### src/rtl/spi_device_pkg.sv
// Shared types and constants for the SPI device responder.
//   spi_dev_state_e : frame state (IDLE while CS high, ACTIVE during a frame)
//   SpiByteW        : bits per SPI transfer
//   DefaultIdleByte : byte shifted out when nothing is queued for transmit
package spi_device_pkg;

  localparam int unsigned SpiByteW = 8;
  localparam int unsigned SpiCntW  = $clog2(SpiByteW);
  localparam logic [SpiByteW-1:0] DefaultIdleByte = 8'hFF;

  typedef enum logic {
    IDLE   = 1'b0,
    ACTIVE = 1'b1
  } spi_dev_state_e;

endpackage

### src/rtl/spi_sync_edge.sv
// Multi-flop synchroniser with registered edge pulses.
//   clk, rst_n : system clock, asynchronous active-low reset
//   din        : asynchronous input pin
//   level      : synchronised level (last synchroniser stage)
//   rise, fall : one-cycle pulses, SyncStages+1 cycles after the pin edge
module spi_sync_edge #(
  parameter int unsigned SyncStages = 2,
  parameter logic        ResetVal   = 1'b0
) (
  input  logic clk,
  input  logic rst_n,
  input  logic din,
  output logic level,
  output logic rise,
  output logic fall
);

  logic [SyncStages-1:0] sync_q;
  logic                  prev_q;

  always_ff @(posedge clk or negedge rst_n) begin
    if (!rst_n) begin
      sync_q <= {SyncStages{ResetVal}};
      prev_q <= ResetVal;
      rise   <= 1'b0;
      fall   <= 1'b0;
    end else begin
      sync_q <= {sync_q[SyncStages-2:0], din};
      prev_q <= sync_q[SyncStages-1];
      rise   <= sync_q[SyncStages-1] & ~prev_q;
      fall   <= ~sync_q[SyncStages-1] & prev_q;
    end
  end

  assign level = sync_q[SyncStages-1];

endmodule

### src/rtl/spi_device_responder.sv
// SPI mode-0 responder, MSB first, oversampling SCK/CS/MOSI on clk_sys_i.
//   clk_sys_i, rst_sys_ni          : system clock, async active-low reset
//   spi_sck_i, spi_cs_ni, spi_mosi_i : host-side SPI pins
//   spi_miso_o                     : responder data out (0 while idle)
//   rx_data_o/rx_valid_o/rx_ready_i : received byte handshake
//   rx_overrun_o, overrun_clr_i    : sticky dropped-byte flag and its clear
//   tx_data_i/tx_valid_i/tx_ready_o : one-deep TX holding register
//   busy_o                         : registered copy of synchronised CS
module spi_device_responder
  import spi_device_pkg::*;
#(
  parameter int unsigned          SyncStages = 2,
  parameter logic [SpiByteW-1:0]  IdleByte   = DefaultIdleByte
) (
  input  logic                clk_sys_i,
  input  logic                rst_sys_ni,
  input  logic                spi_sck_i,
  input  logic                spi_cs_ni,
  input  logic                spi_mosi_i,
  output logic                spi_miso_o,
  output logic [SpiByteW-1:0] rx_data_o,
  output logic                rx_valid_o,
  input  logic                rx_ready_i,
  output logic                rx_overrun_o,
  input  logic                overrun_clr_i,
  input  logic [SpiByteW-1:0] tx_data_i,
  input  logic                tx_valid_i,
  output logic                tx_ready_o,
  output logic                busy_o
);

  logic sck_rise, sck_fall, sck_level_unused;
  logic cs_level, cs_rise, cs_fall;
  logic mosi_level, mosi_rise_unused, mosi_fall_unused;

  spi_sync_edge #(.SyncStages(SyncStages), .ResetVal(1'b0)) u_sync_sck (
    .clk(clk_sys_i), .rst_n(rst_sys_ni), .din(spi_sck_i),
    .level(sck_level_unused), .rise(sck_rise), .fall(sck_fall)
  );

  // CS synchroniser resets high so leaving reset never looks like a frame start.
  spi_sync_edge #(.SyncStages(SyncStages), .ResetVal(1'b1)) u_sync_cs (
    .clk(clk_sys_i), .rst_n(rst_sys_ni), .din(spi_cs_ni),
    .level(cs_level), .rise(cs_rise), .fall(cs_fall)
  );

  spi_sync_edge #(.SyncStages(SyncStages), .ResetVal(1'b0)) u_sync_mosi (
    .clk(clk_sys_i), .rst_n(rst_sys_ni), .din(spi_mosi_i),
    .level(mosi_level), .rise(mosi_rise_unused), .fall(mosi_fall_unused)
  );

  spi_dev_state_e state_q, state_d;
  logic start_frame, end_frame, bit_rise, bit_fall;

  always_ff @(posedge clk_sys_i or negedge rst_sys_ni) begin
    if (!rst_sys_ni) state_q <= IDLE;
    else             state_q <= state_d;
  end

  // CS rise wins over an SCK edge detected in the same cycle.
  always_comb begin
    state_d     = state_q;
    start_frame = 1'b0;
    end_frame   = 1'b0;
    bit_rise    = 1'b0;
    bit_fall    = 1'b0;
    case (state_q)
      IDLE: begin
        if (cs_fall) begin
          state_d     = ACTIVE;
          start_frame = 1'b1;
        end
      end
      ACTIVE: begin
        if (cs_rise) begin
          state_d   = IDLE;
          end_frame = 1'b1;
        end else begin
          bit_rise = sck_rise;
          bit_fall = sck_fall;
        end
      end
      default: state_d = IDLE;
    endcase
  end

  logic [SpiCntW-1:0]  bit_cnt_q;
  logic [SpiByteW-1:0] rx_shift_q, tx_shift_q, hold_q, rx_byte, load_byte;
  logic                hold_full_q;
  logic                byte_done, tx_load, tx_push, rx_accept, rx_drop;

  assign rx_byte   = {rx_shift_q[SpiByteW-2:0], mosi_level};
  assign byte_done = bit_rise && (bit_cnt_q == SpiCntW'(SpiByteW - 1));
  assign tx_load   = start_frame || (bit_fall && (bit_cnt_q == '0));
  assign load_byte = hold_full_q ? hold_q : IdleByte;
  assign tx_push   = tx_valid_i && !hold_full_q;
  assign rx_accept = byte_done && (!rx_valid_o || rx_ready_i);
  assign rx_drop   = byte_done && !rx_accept;
  assign tx_ready_o = ~hold_full_q;

  // Receive shifter and bit counter; a CS rise discards any partial byte.
  always_ff @(posedge clk_sys_i or negedge rst_sys_ni) begin
    if (!rst_sys_ni) begin
      bit_cnt_q  <= '0;
      rx_shift_q <= '0;
    end else if (end_frame) begin
      bit_cnt_q  <= '0;
      rx_shift_q <= '0;
    end else if (bit_rise) begin
      bit_cnt_q  <= bit_cnt_q + SpiCntW'(1);
      rx_shift_q <= rx_byte;
    end
  end

  // Transmit shifter: reload at frame start and at every byte boundary.
  always_ff @(posedge clk_sys_i or negedge rst_sys_ni) begin
    if (!rst_sys_ni) begin
      tx_shift_q <= '0;
      spi_miso_o <= 1'b0;
    end else if (tx_load) begin
      tx_shift_q <= load_byte;
      spi_miso_o <= load_byte[SpiByteW-1];
    end else if (bit_fall) begin
      tx_shift_q <= {tx_shift_q[SpiByteW-2:0], 1'b0};
      spi_miso_o <= tx_shift_q[SpiByteW-2];
    end else if (end_frame) begin
      spi_miso_o <= 1'b0;
    end
  end

  // Push and consume are exclusive because push requires an empty register.
  always_ff @(posedge clk_sys_i or negedge rst_sys_ni) begin
    if (!rst_sys_ni) begin
      hold_q      <= '0;
      hold_full_q <= 1'b0;
    end else if (tx_push) begin
      hold_q      <= tx_data_i;
      hold_full_q <= 1'b1;
    end else if (tx_load && hold_full_q) begin
      hold_full_q <= 1'b0;
    end
  end

  always_ff @(posedge clk_sys_i or negedge rst_sys_ni) begin
    if (!rst_sys_ni) begin
      rx_data_o    <= '0;
      rx_valid_o   <= 1'b0;
      rx_overrun_o <= 1'b0;
      busy_o       <= 1'b0;
    end else begin
      busy_o <= ~cs_level;
      if (rx_accept) begin
        rx_data_o  <= rx_byte;
        rx_valid_o <= 1'b1;
      end else if (rx_valid_o && rx_ready_i) begin
        rx_valid_o <= 1'b0;
      end
      if (rx_drop)            rx_overrun_o <= 1'b1;
      else if (overrun_clr_i) rx_overrun_o <= 1'b0;
    end
  end

endmodule

### config.mk
export PLATFORM = sky130hd
export DESIGN_NAME = spi_device_responder
export DESIGN_NICKNAME = d
export VERILOG_FILES = /design/src/rtl/spi_device_pkg.sv /design/src/rtl/spi_sync_edge.sv /design/src/rtl/spi_device_responder.sv
export SDC_FILE = /design/constraint.sdc
export NUM_CORES = 1
export LEC_CHECK = 0
export ABC_AREA = 1
export CAP_MARGIN = 5
export CORE_MARGIN = 3
export CORE_UTILIZATION = 57
export DETAILED_ROUTE_END_ITERATION = 6
export PLACE_DENSITY = 0.84
export SLEW_MARGIN = 10
export SYNTH_ARGS = -nofsm -noshare
export SYNTH_HDL_FRONTEND = slang
export SYNTH_SLANG_ARGS = --single-unit
export TNS_END_PERCENT = 1
### constraint.sdc
create_clock -name clk_sys_i -period 4.2 [get_ports clk_sys_i]
set_clock_uncertainty 0.2 [all_clocks]
set_input_delay 0.42 -clock clk_sys_i [delete_from_list [all_inputs] [get_ports clk_sys_i]]
set_output_delay 0.42 -clock clk_sys_i [all_outputs]
set_load 0.05 [all_outputs]
======== Word-level counts from Yosys, hierarchy flattened ========
Cells that the tools add are included.
word-level totals
  bits in registers ....................... 51
  bits of input ports ..................... 16
  output and inout port bits .............. 13
  word-level logic and storage cells ...... 77
operators by class
  $add $sub $neg .......................... 1
  eq/ne operators ......................... 1
  mux-type cells .......................... 26
  bitwise gates (word level) .............. 10
  reduce and logical (&&, ||, !) cells .... 19
operator list
  kind                                         count
  2-to-1 mux 7 bit                             4
  2-to-1 mux 1 bit                             18
  nonzero test 2 bit                           5
  2-to-1 mux 8 bit                             1
  logical AND 1 bit                            7
  2-to-1 mux 3 bit                             2
  inverter 1 bit                               6
  AND 1 bit                                    4
  adder 3 x 1 -> 3 bit, second input constant  1
  equality test 3 bit, second input constant   1
  logical NOT 1 bit                            3
  logical NOT 3 bit                            1
  nonzero test 3 bit                           1
  logical OR 1 bit                             2
  case mux 1 bit (2 select lines)              1

======== Longest topological paths before layout ========
Gate-level depths: netlist of the first run.
  depth after elaboration ................. 7
  gate-level depth with buffers ........... 8

======== By module ========
From an unflattened synthesis of the first run, not the netlist that was laid out.
unflattened totals
  cell total of the unflattened synthesis .. 218
  area total of the unflattened synthesis .. 2137.0 um2
by module, submodules not included
  module                           instances  cells an instance  area each (um2)  sequential area each (um2)
  spi_device_responder             1          191                1712.9           975.9
  spi_sync_edge (u_sync_mosi ...)  2          9                  140.1            125.1
  spi_sync_edge (u_sync_cs)        1          9                  143.9            128.9

======== Worst setup path before layout of the first run ========
OpenSTA, ideal clock, no wires.
  path kind ............................... register -> register
  start point ............................. register rx_valid_o
  end point ............................... register rx_data_o[6]
  arrival ................................. 1257 ps
  data required time ...................... 3926 ps
  setup slack ............................. 2669 ps
  stages on the path, launching flop included .. 8
  path buffers ............................ 1
  period minus slack after synthesis ...... 1531 ps
  cell sequence ........................... dfrtp_1 > inv_1 > nor2_1 > inv_1 > nand2_4 > buf_6 > nand2_1 > o21ai_2
between the ends
  longest elaborated chain between the ends .. 3
RTL lines
  element                 line                         source
  from (decl)             spi_device_responder.sv:22   output logic rx_valid_o,
  from (signal assigned)  spi_device_responder.sv:147  rx_valid_o <= 1'b0;
  from (signal assigned)  spi_device_responder.sv:154  rx_valid_o <= 1'b1;
  from (signal assigned)  spi_device_responder.sv:156  rx_valid_o <= 1'b0;
  logical NOT 1 bit       spi_device_responder.sv:97   assign rx_accept = byte_done && (!rx_valid_o || rx_ready_i);
  logical OR 1 bit        spi_device_responder.sv:97
  logical AND 1 bit       spi_device_responder.sv:97
  to (signal assigned)    spi_device_responder.sv:153  rx_data_o <= rx_byte;
  to (decl)               spi_device_responder.sv:21   output logic [SpiByteW-1:0] rx_data_o,
Every way passes these cells.
A chain may end at the register's enable or synchronous reset.

======== Worst setup path in the final report of the first run ========
  start point ............................. register hold_full_q
  end point ............................... output port tx_ready_o
between the ends
  longest elaborated chain between the ends .. 1
RTL lines
  element                 line                         source
  from (decl)             spi_device_responder.sv:89   logic hold_full_q;
  from (signal assigned)  spi_device_responder.sv:135  hold_full_q <= 1'b0;
  from (signal assigned)  spi_device_responder.sv:138  hold_full_q <= 1'b1;
  from (signal assigned)  spi_device_responder.sv:140  hold_full_q <= 1'b0;
  inverter 1 bit          spi_device_responder.sv:99   assign tx_ready_o = ~hold_full_q;
  to (decl)               spi_device_responder.sv:28   output logic tx_ready_o,
Every way passes these cells.

==> results of run 1 <==
[sequential cells by signal, summed over array words and instances (netlist names), 2 cells and up]
name	cells
rx_shift_q	7
u_sync_cs.sync_q	2
u_sync_mosi.sync_q	2
hold_q	8
u_sync_sck.sync_q	2
rx_data_o	8
bit_cnt_q	3
tx_shift_q	7
[worst max-delay path: stages (launching register included)]
cell             delay [ns]
dfrtp_1                0.41
inv_2                  0.14
clkdlybuf4s50_1        0.83
[layout by cell type, fill, tap and decap left out, types with 7 or more instances in the layout]
master / n
nor2_1: 15
o21ai_0: 8
inv_1: 29
clkdlybuf4s50_1: 27
nand3_1: 9
nand2_1: 37
mux2_2: 7
dfrtp_1: 48
o21ai_2: 9
o22ai_1: 7
[routing by layer]
metal	wire (microns)	vias to the layer above
li1	-	671
met1	1380	585
met2	1320	25
met3	122	4
met4	68	0
met5	0	-
[worst paths after layout]
path                                                 start                         endpoint  slack [ns]  depth (start not counted)
min in group clk_sys_i     u_sync_mosi.sync_q[0]$_DFF_PN0_  u_sync_mosi.sync_q[1]$_DFF_PN0_        0.16                          0
min reg2reg                u_sync_mosi.sync_q[0]$_DFF_PN0_  u_sync_mosi.sync_q[1]$_DFF_PN0_        0.16                          0
max in group asynchronous                       rst_sys_ni         u_sync_cs.fall$_DFF_PN0_        3.12                          1
max                                hold_full_q$_DFFE_PN0P_                       tx_ready_o        1.85                          2
max reg2reg                              state_q$_DFF_PN0_         rx_data_o[7]$_DFFE_PN0P_        2.62                          5
min                                             rst_sys_ni         rx_data_o[0]$_DFFE_PN0P_        0.03                          1
[synth_stat cells]
library cell | number | area share
o21ai_0 | 8 | 0.020
or2_2 | 1 | 0.0031
dfrtp_1 | 48 | 0.59
nor2_4 | 1 | 0.0055
dfstp_2 | 3 | 0.038
a21oi_1 | 1 | 0.0024
nand4_1 | 2 | 0.0061
nand2_1 | 37 | 0.068
buf_6 | 2 | 0.011
nand3_1 | 9 | 0.022
o21ai_2 | 9 | 0.038
nand2_4 | 2 | 0.011
ha_1 | 3 | 0.018
mux2_2 | 7 | 0.038
buf_8 | 1 | 0.0073
inv_2 | 1 | 0.0018
nand3_2 | 1 | 0.0049
o21bai_1 | 1 | 0.0037
nor2_1 | 15 | 0.027
o22ai_1 | 7 | 0.021
nand2_2 | 4 | 0.012
inv_1 | 29 | 0.053
[final cells by class]
cell class | count | share of cell area
flip-flops and latches | 51 | 0.530
clock buffers | 8 | 0.0285
repair buffers | 28 | 0.114
inverters | 30 | 0.0467
multi-input cells | 108 | 0.257
well taps | 46 | 0.0238
[cells by family (layout without fill, tap and decap cells)]
group,after synthesis,in the layout,share of synthesized area
flops,51,51,0.625
mux,7,7,0.0385
simple gates,72,72,0.160
compound gates,26,26,0.0855
buf+inv,33,66,0.0733
fa+ha+maj,3,3,0.0183
[power groups by stage]
stage	sequential, mW	clock (mW)	combinational (mW)
2_1_floorplan	0.676	0	0.248
3_5_place_dp	0.667	0	0.352
3_3_place_gp	0.665	0	0.342
5_1_grt	0.673	0.264	0.408
6_report	0.659	0.234	0.348
4_1_cts	0.659	0.244	0.352
[per-stage QoR]
step                cells   util  hold slack, ns
finish                271  0.712          0.0336
detailed placement    263  0.692           0.135
global route          271  0.712           0.104
global placement      263  0.692           0.133
CTS                   271  0.712          0.0741
floorplan             192      -         -0.0756
==> flow_metrics.env, run 1 <==
export IMPL_status="finished clean"
export IMPL_required_ns=3.58
export IMPL_die_w_microns=66.0
export IMPL_grt_pass1_wl_microns=5450
export IMPL_portBuffers=28
export IMPL_slew_headroom=0.304
export IMPL_antennaDiodeCount=0
export IMPL_yosysSeqAreaShare=0.625
export IMPL_post_drt_via_cell_ratio=4.74
export IMPL_nets=243
export IMPL_final_area_sq_um=2410
export IMPL_grt_pass1_vias=1229
export IMPL_fillerInstances=243
export IMPL_wl_per_cell_microns=10.7
export IMPL_cts_max_path_buffers=2
export IMPL_hold_buffers=0
export IMPL_cp_max_fo=10
export IMPL_ys_ff_latch=51
export IMPL_htree_levels=2
export IMPL_hp_class="in2async"
export IMPL_dieArea_sq_um=4350
export IMPL_area_delta_synth_final_pct=17.8
export IMPL_worstMarginPinSlew_ns=1.04
export IMPL_arrival_ns=1.73
export IMPL_maxCapViolCount=0
export IMPL_dp_hpwl_microns=2070
export IMPL_switching_power_mw=0.399
export IMPL_dr_total_vias=1285
export IMPL_p_sw_frac=0.322
export IMPL_placed_cell_area_sq_um=2340
export IMPL_post_cts_buffers=0
export IMPL_grtUsageMet3=0.0459
export IMPL_crit_path_end_kind="output pin"
export IMPL_startpoint_type="flip-flop"
export IMPL_period_share=0.558
export IMPL_p_comb_frac=0.281
export IMPL_cts_num_sinks=51
export IMPL_core_area_sq_um=3390
export IMPL_floorplan_initialDensity=0.605
export IMPL_rsz0062_at_grt="no"
export IMPL_yosysWarnings=0
export IMPL_fin_ws_ns=1.85
export IMPL_preCtsSetupSlack_ns=2.25
export IMPL_synth_distinct_cells=22
export IMPL_setup_tns_ns=0
export IMPL_use_met1=0.228
export IMPL_clk_pin_slew_ns=0.13
export IMPL_grt_max_degree=52
export IMPL_ctsResizeCount=0
export IMPL_drtAntennaViolNets=0
export IMPL_routed_wl_microns=2890
export IMPL_drcViolationCount=0
export IMPL_gr_usage_all_layers=0.169
export IMPL_power_total_mw=1.24
export IMPL_synthCells=192
export IMPL_die_h_microns=66.0
export IMPL_use_met2=0.247
export IMPL_cts_made_buffers=5
export IMPL_setup_viol=0
export IMPL_syn_nets=211
export IMPL_avgSynthCellArea_sq_um=10.7
export IMPL_irDropWorstVdd_mv=0.459
export IMPL_synth_area_sq_um=2050
export IMPL_p_per_area_nw_per_um2=514
export IMPL_seqCellArea_sq_um=1280
export IMPL_io_pins=29
export IMPL_gp_congestion=0.744
export IMPL_clk_latency_ns=0.35
export IMPL_antenna_found_initial=0
export IMPL_crit_type="reg2out"
export IMPL_finalCriticalPeriod_ns=2.35
export IMPL_fp_row_count=21
export IMPL_drt_pass1_iterations=4
export IMPL_multi_input_area_sq_um=619
export IMPL_layout_drive_gt1_share=0.164
export IMPL_grt_overflow_total=0
export IMPL_p_int_mw=0.841
export IMPL_pwr_share_clk=0.188
export IMPL_drv_slew=0
export IMPL_cts_tree="yes"
export IMPL_max_freq_mhz=426
export IMPL_drt_iter0_markers=76
export IMPL_p_leak_nw=1.14
export IMPL_busiest_layer="met2"
export IMPL_finalHoldViolCount=0
export IMPL_pwr_share_seq=0.531
export IMPL_root_buffer="clkbuf_4"
Power figures use the tool's default switching activity.
==> run 2, diff against run 1 <==
- CORE_UTILIZATION: 57 -> 53
- PLACE_DENSITY: 0.84 -> 0.79
- clock period: 4.2 -> 2.28 ns (I/O delays scaled with it)
==> run 2 against run 1 <==
  * Final cell count increased by 0.74%
  * Core utilization is 0.42 points lower
  * Final area is 3.3% higher
  * Total power grew 100%
  * Largest cell class unchanged
==> flow_metrics.env, run 2 (synthesized netlist as in run 1, its figures left out) <==
export IMPL_status="finished clean"
export IMPL_required_ns=1.85
export IMPL_dieArea_sq_um=4650
export IMPL_cts_made_buffers=5
export IMPL_grt_pass1_wl_microns=6390
export IMPL_dr_total_vias=1366
export IMPL_hold_depth=1
export IMPL_floorplan_initialDensity=0.582
export IMPL_routed_wl_microns=3590
export IMPL_die_w_microns=68.2
export IMPL_antennaDiodeCount=0
export IMPL_p_comb_frac=0.263
export IMPL_grt_pass1_vias=1443
export IMPL_cp_max_fo=10
export IMPL_core_area_sq_um=3520
export IMPL_setup_viol=0
export IMPL_p_sw_frac=0.316
export IMPL_hp_class="in2reg"
export IMPL_ctsResizeCount=0
export IMPL_maxCapViolCount=0
export IMPL_finalHoldViolCount=0
export IMPL_post_drt_via_cell_ratio=5.00
export IMPL_drt_iter0_markers=112
export IMPL_drt_pass1_iterations=4
export IMPL_worstMarginPinSlew_ns=0.584
export IMPL_period_share=0.914
export IMPL_rsz0062_at_grt="no"
export IMPL_drtAntennaViolNets=0
export IMPL_multi_input_area_sq_um=619
export IMPL_clk_pin_slew_ns=0.08
export IMPL_p_leak_nw=1.18
export IMPL_seqCellArea_sq_um=1280
export IMPL_rr_worst_depth=7
export IMPL_die_h_microns=68.2
export IMPL_nets=245
export IMPL_mostFrequentLayoutCells="48 x dfrtp_1, 37 x nand2_1, 29 x inv_1"
export IMPL_grt_max_degree=27
export IMPL_root_buffer="clkbuf_8"
export IMPL_final_common_cell="dfrtp_1"
export IMPL_drcViolationCount=0
export IMPL_pwr_share_clk=0.251
export IMPL_antenna_found_initial=0
export IMPL_io_pins=29
export IMPL_area_delta_synth_final_pct=21.6
export IMPL_clk_latency_ns=0.30
export IMPL_gr_usage_all_layers=0.192
export IMPL_gp_congestion=0.798
export IMPL_portBuffers=28
export IMPL_p_per_area_nw_per_um2=1010
export IMPL_fillerInstances=253
export IMPL_p_int_mw=1.73
export IMPL_fin_cells=273
export IMPL_cts_num_sinks=51
export IMPL_wl_per_cell_microns=13.1
export IMPL_cts_max_path_buffers=2
export IMPL_pwr_share_seq=0.487
export IMPL_dp_hpwl_microns=2680
export IMPL_finalCriticalPeriod_ns=2.08
export IMPL_placed_cells=264
export IMPL_arrival_ns=1.66
export IMPL_top_regs="hold_q x8, rx_data_o x8"
export IMPL_drv_slew=0
export IMPL_fp_row_count=21
export IMPL_switching_power_mw=0.799
export IMPL_slew_headroom=0.611
export IMPL_startpoint_type="flip-flop"
export IMPL_crit_path_end_kind="output pin"
export IMPL_layout_drive_gt1_share=0.172
export IMPL_setup_tns_ns=0
export IMPL_crit_type="reg2out"
export IMPL_grt_overflow_total=0
export IMPL_max_freq_mhz=480
export IMPL_irDropWorstVdd_mv=0.619
export IMPL_cts_tree="yes"
export IMPL_htree_levels=2
## run 2: path summary, 6_finish.rpt
| kind | startpoint | to | slack, ns |
|---|---|---|---|
| worst max-delay path | hold_full_q$_DFFE_PN0P_ | tx_ready_o | 0.20 |
| worst min-delay path | spi_cs_ni | u_sync_cs.sync_q[0]$_DFF_PN1_ | 0.16 |
| worst max register to register | bit_cnt_q[0]$_DFFE_PN0P_ | rx_data_o[7]$_DFFE_PN0P_ | 0.69 |
| worst min register to register | u_sync_mosi.sync_q[0]$_DFF_PN0_ | u_sync_mosi.sync_q[1]$_DFF_PN0_ | 0.16 |
| max in group asynchronous | rst_sys_ni | rx_valid_o$_DFFE_PN0P_ | 1.05 |
| min in group asynchronous | rst_sys_ni | hold_q[3]$_DFFE_PN0P_ | 0.30 |
## run 2: timing repair
item                                   in CTS  in global routing
setup buffers                               0                  0
endpoints found under the hold margin      22                  0
hold buffers                                1                  0
## run 2: worst max-delay path, stage by stage, from the launching register on
cell and delay (ns):
dfrtp_1 0.40, inv_2 0.14, clkdlybuf4s50_1 0.82
## run 2: per-stage QoR
| stage | power (mW) | worst slack [ns] | util | cell area (sq um) | hold WS [ns] |
|---|---|---|---|---|---|
| after floorplan | 1.70 | 0.749 | - | 2050 | -0.268 |
| after global placement | 1.86 | 0.539 | 0.672 | 2360 | 0.0512 |
| after detailed placement | 1.91 | 0.514 | 0.672 | 2360 | 0.0661 |
| after CTS | 2.55 | 0.179 | 0.708 | 2490 | 0.154 |
| after global routing | 2.71 | 0.126 | 0.708 | 2490 | 0.149 |
| final | 2.53 | 0.196 | 0.708 | 2490 | 0.157 |
## run 2: routing by layer
metal / track usage / wire length (microns) / vias to the layer above
li1: - / - / 672
met1: 0.232 / 1550 / 659
met2: 0.318 / 1840 / 27
met3: 0.0460 / 133 / 8
met4: 0.0993 / 65 / 0
met5: 0 / 0 / -
## run 2: cell type report
class,count,area share
repair buffers,30,0.122
inverters,30,0.0452
clock buffers,6,0.0331
flip-flops and latches,51,0.514
well taps,46,0.0231
clock inverters,2,0.0141
multi-input cells,108,0.248
## run 2: power groups by stage
stage,logic [mW],clock network [mW],registers (mW)
after global routing,0.765,0.687,1.26
after CTS,0.675,0.645,1.23
final,0.665,0.634,1.23
after detailed placement,0.663,0,1.25
after global placement,0.632,0,1.23
after floorplan,0.457,0,1.25
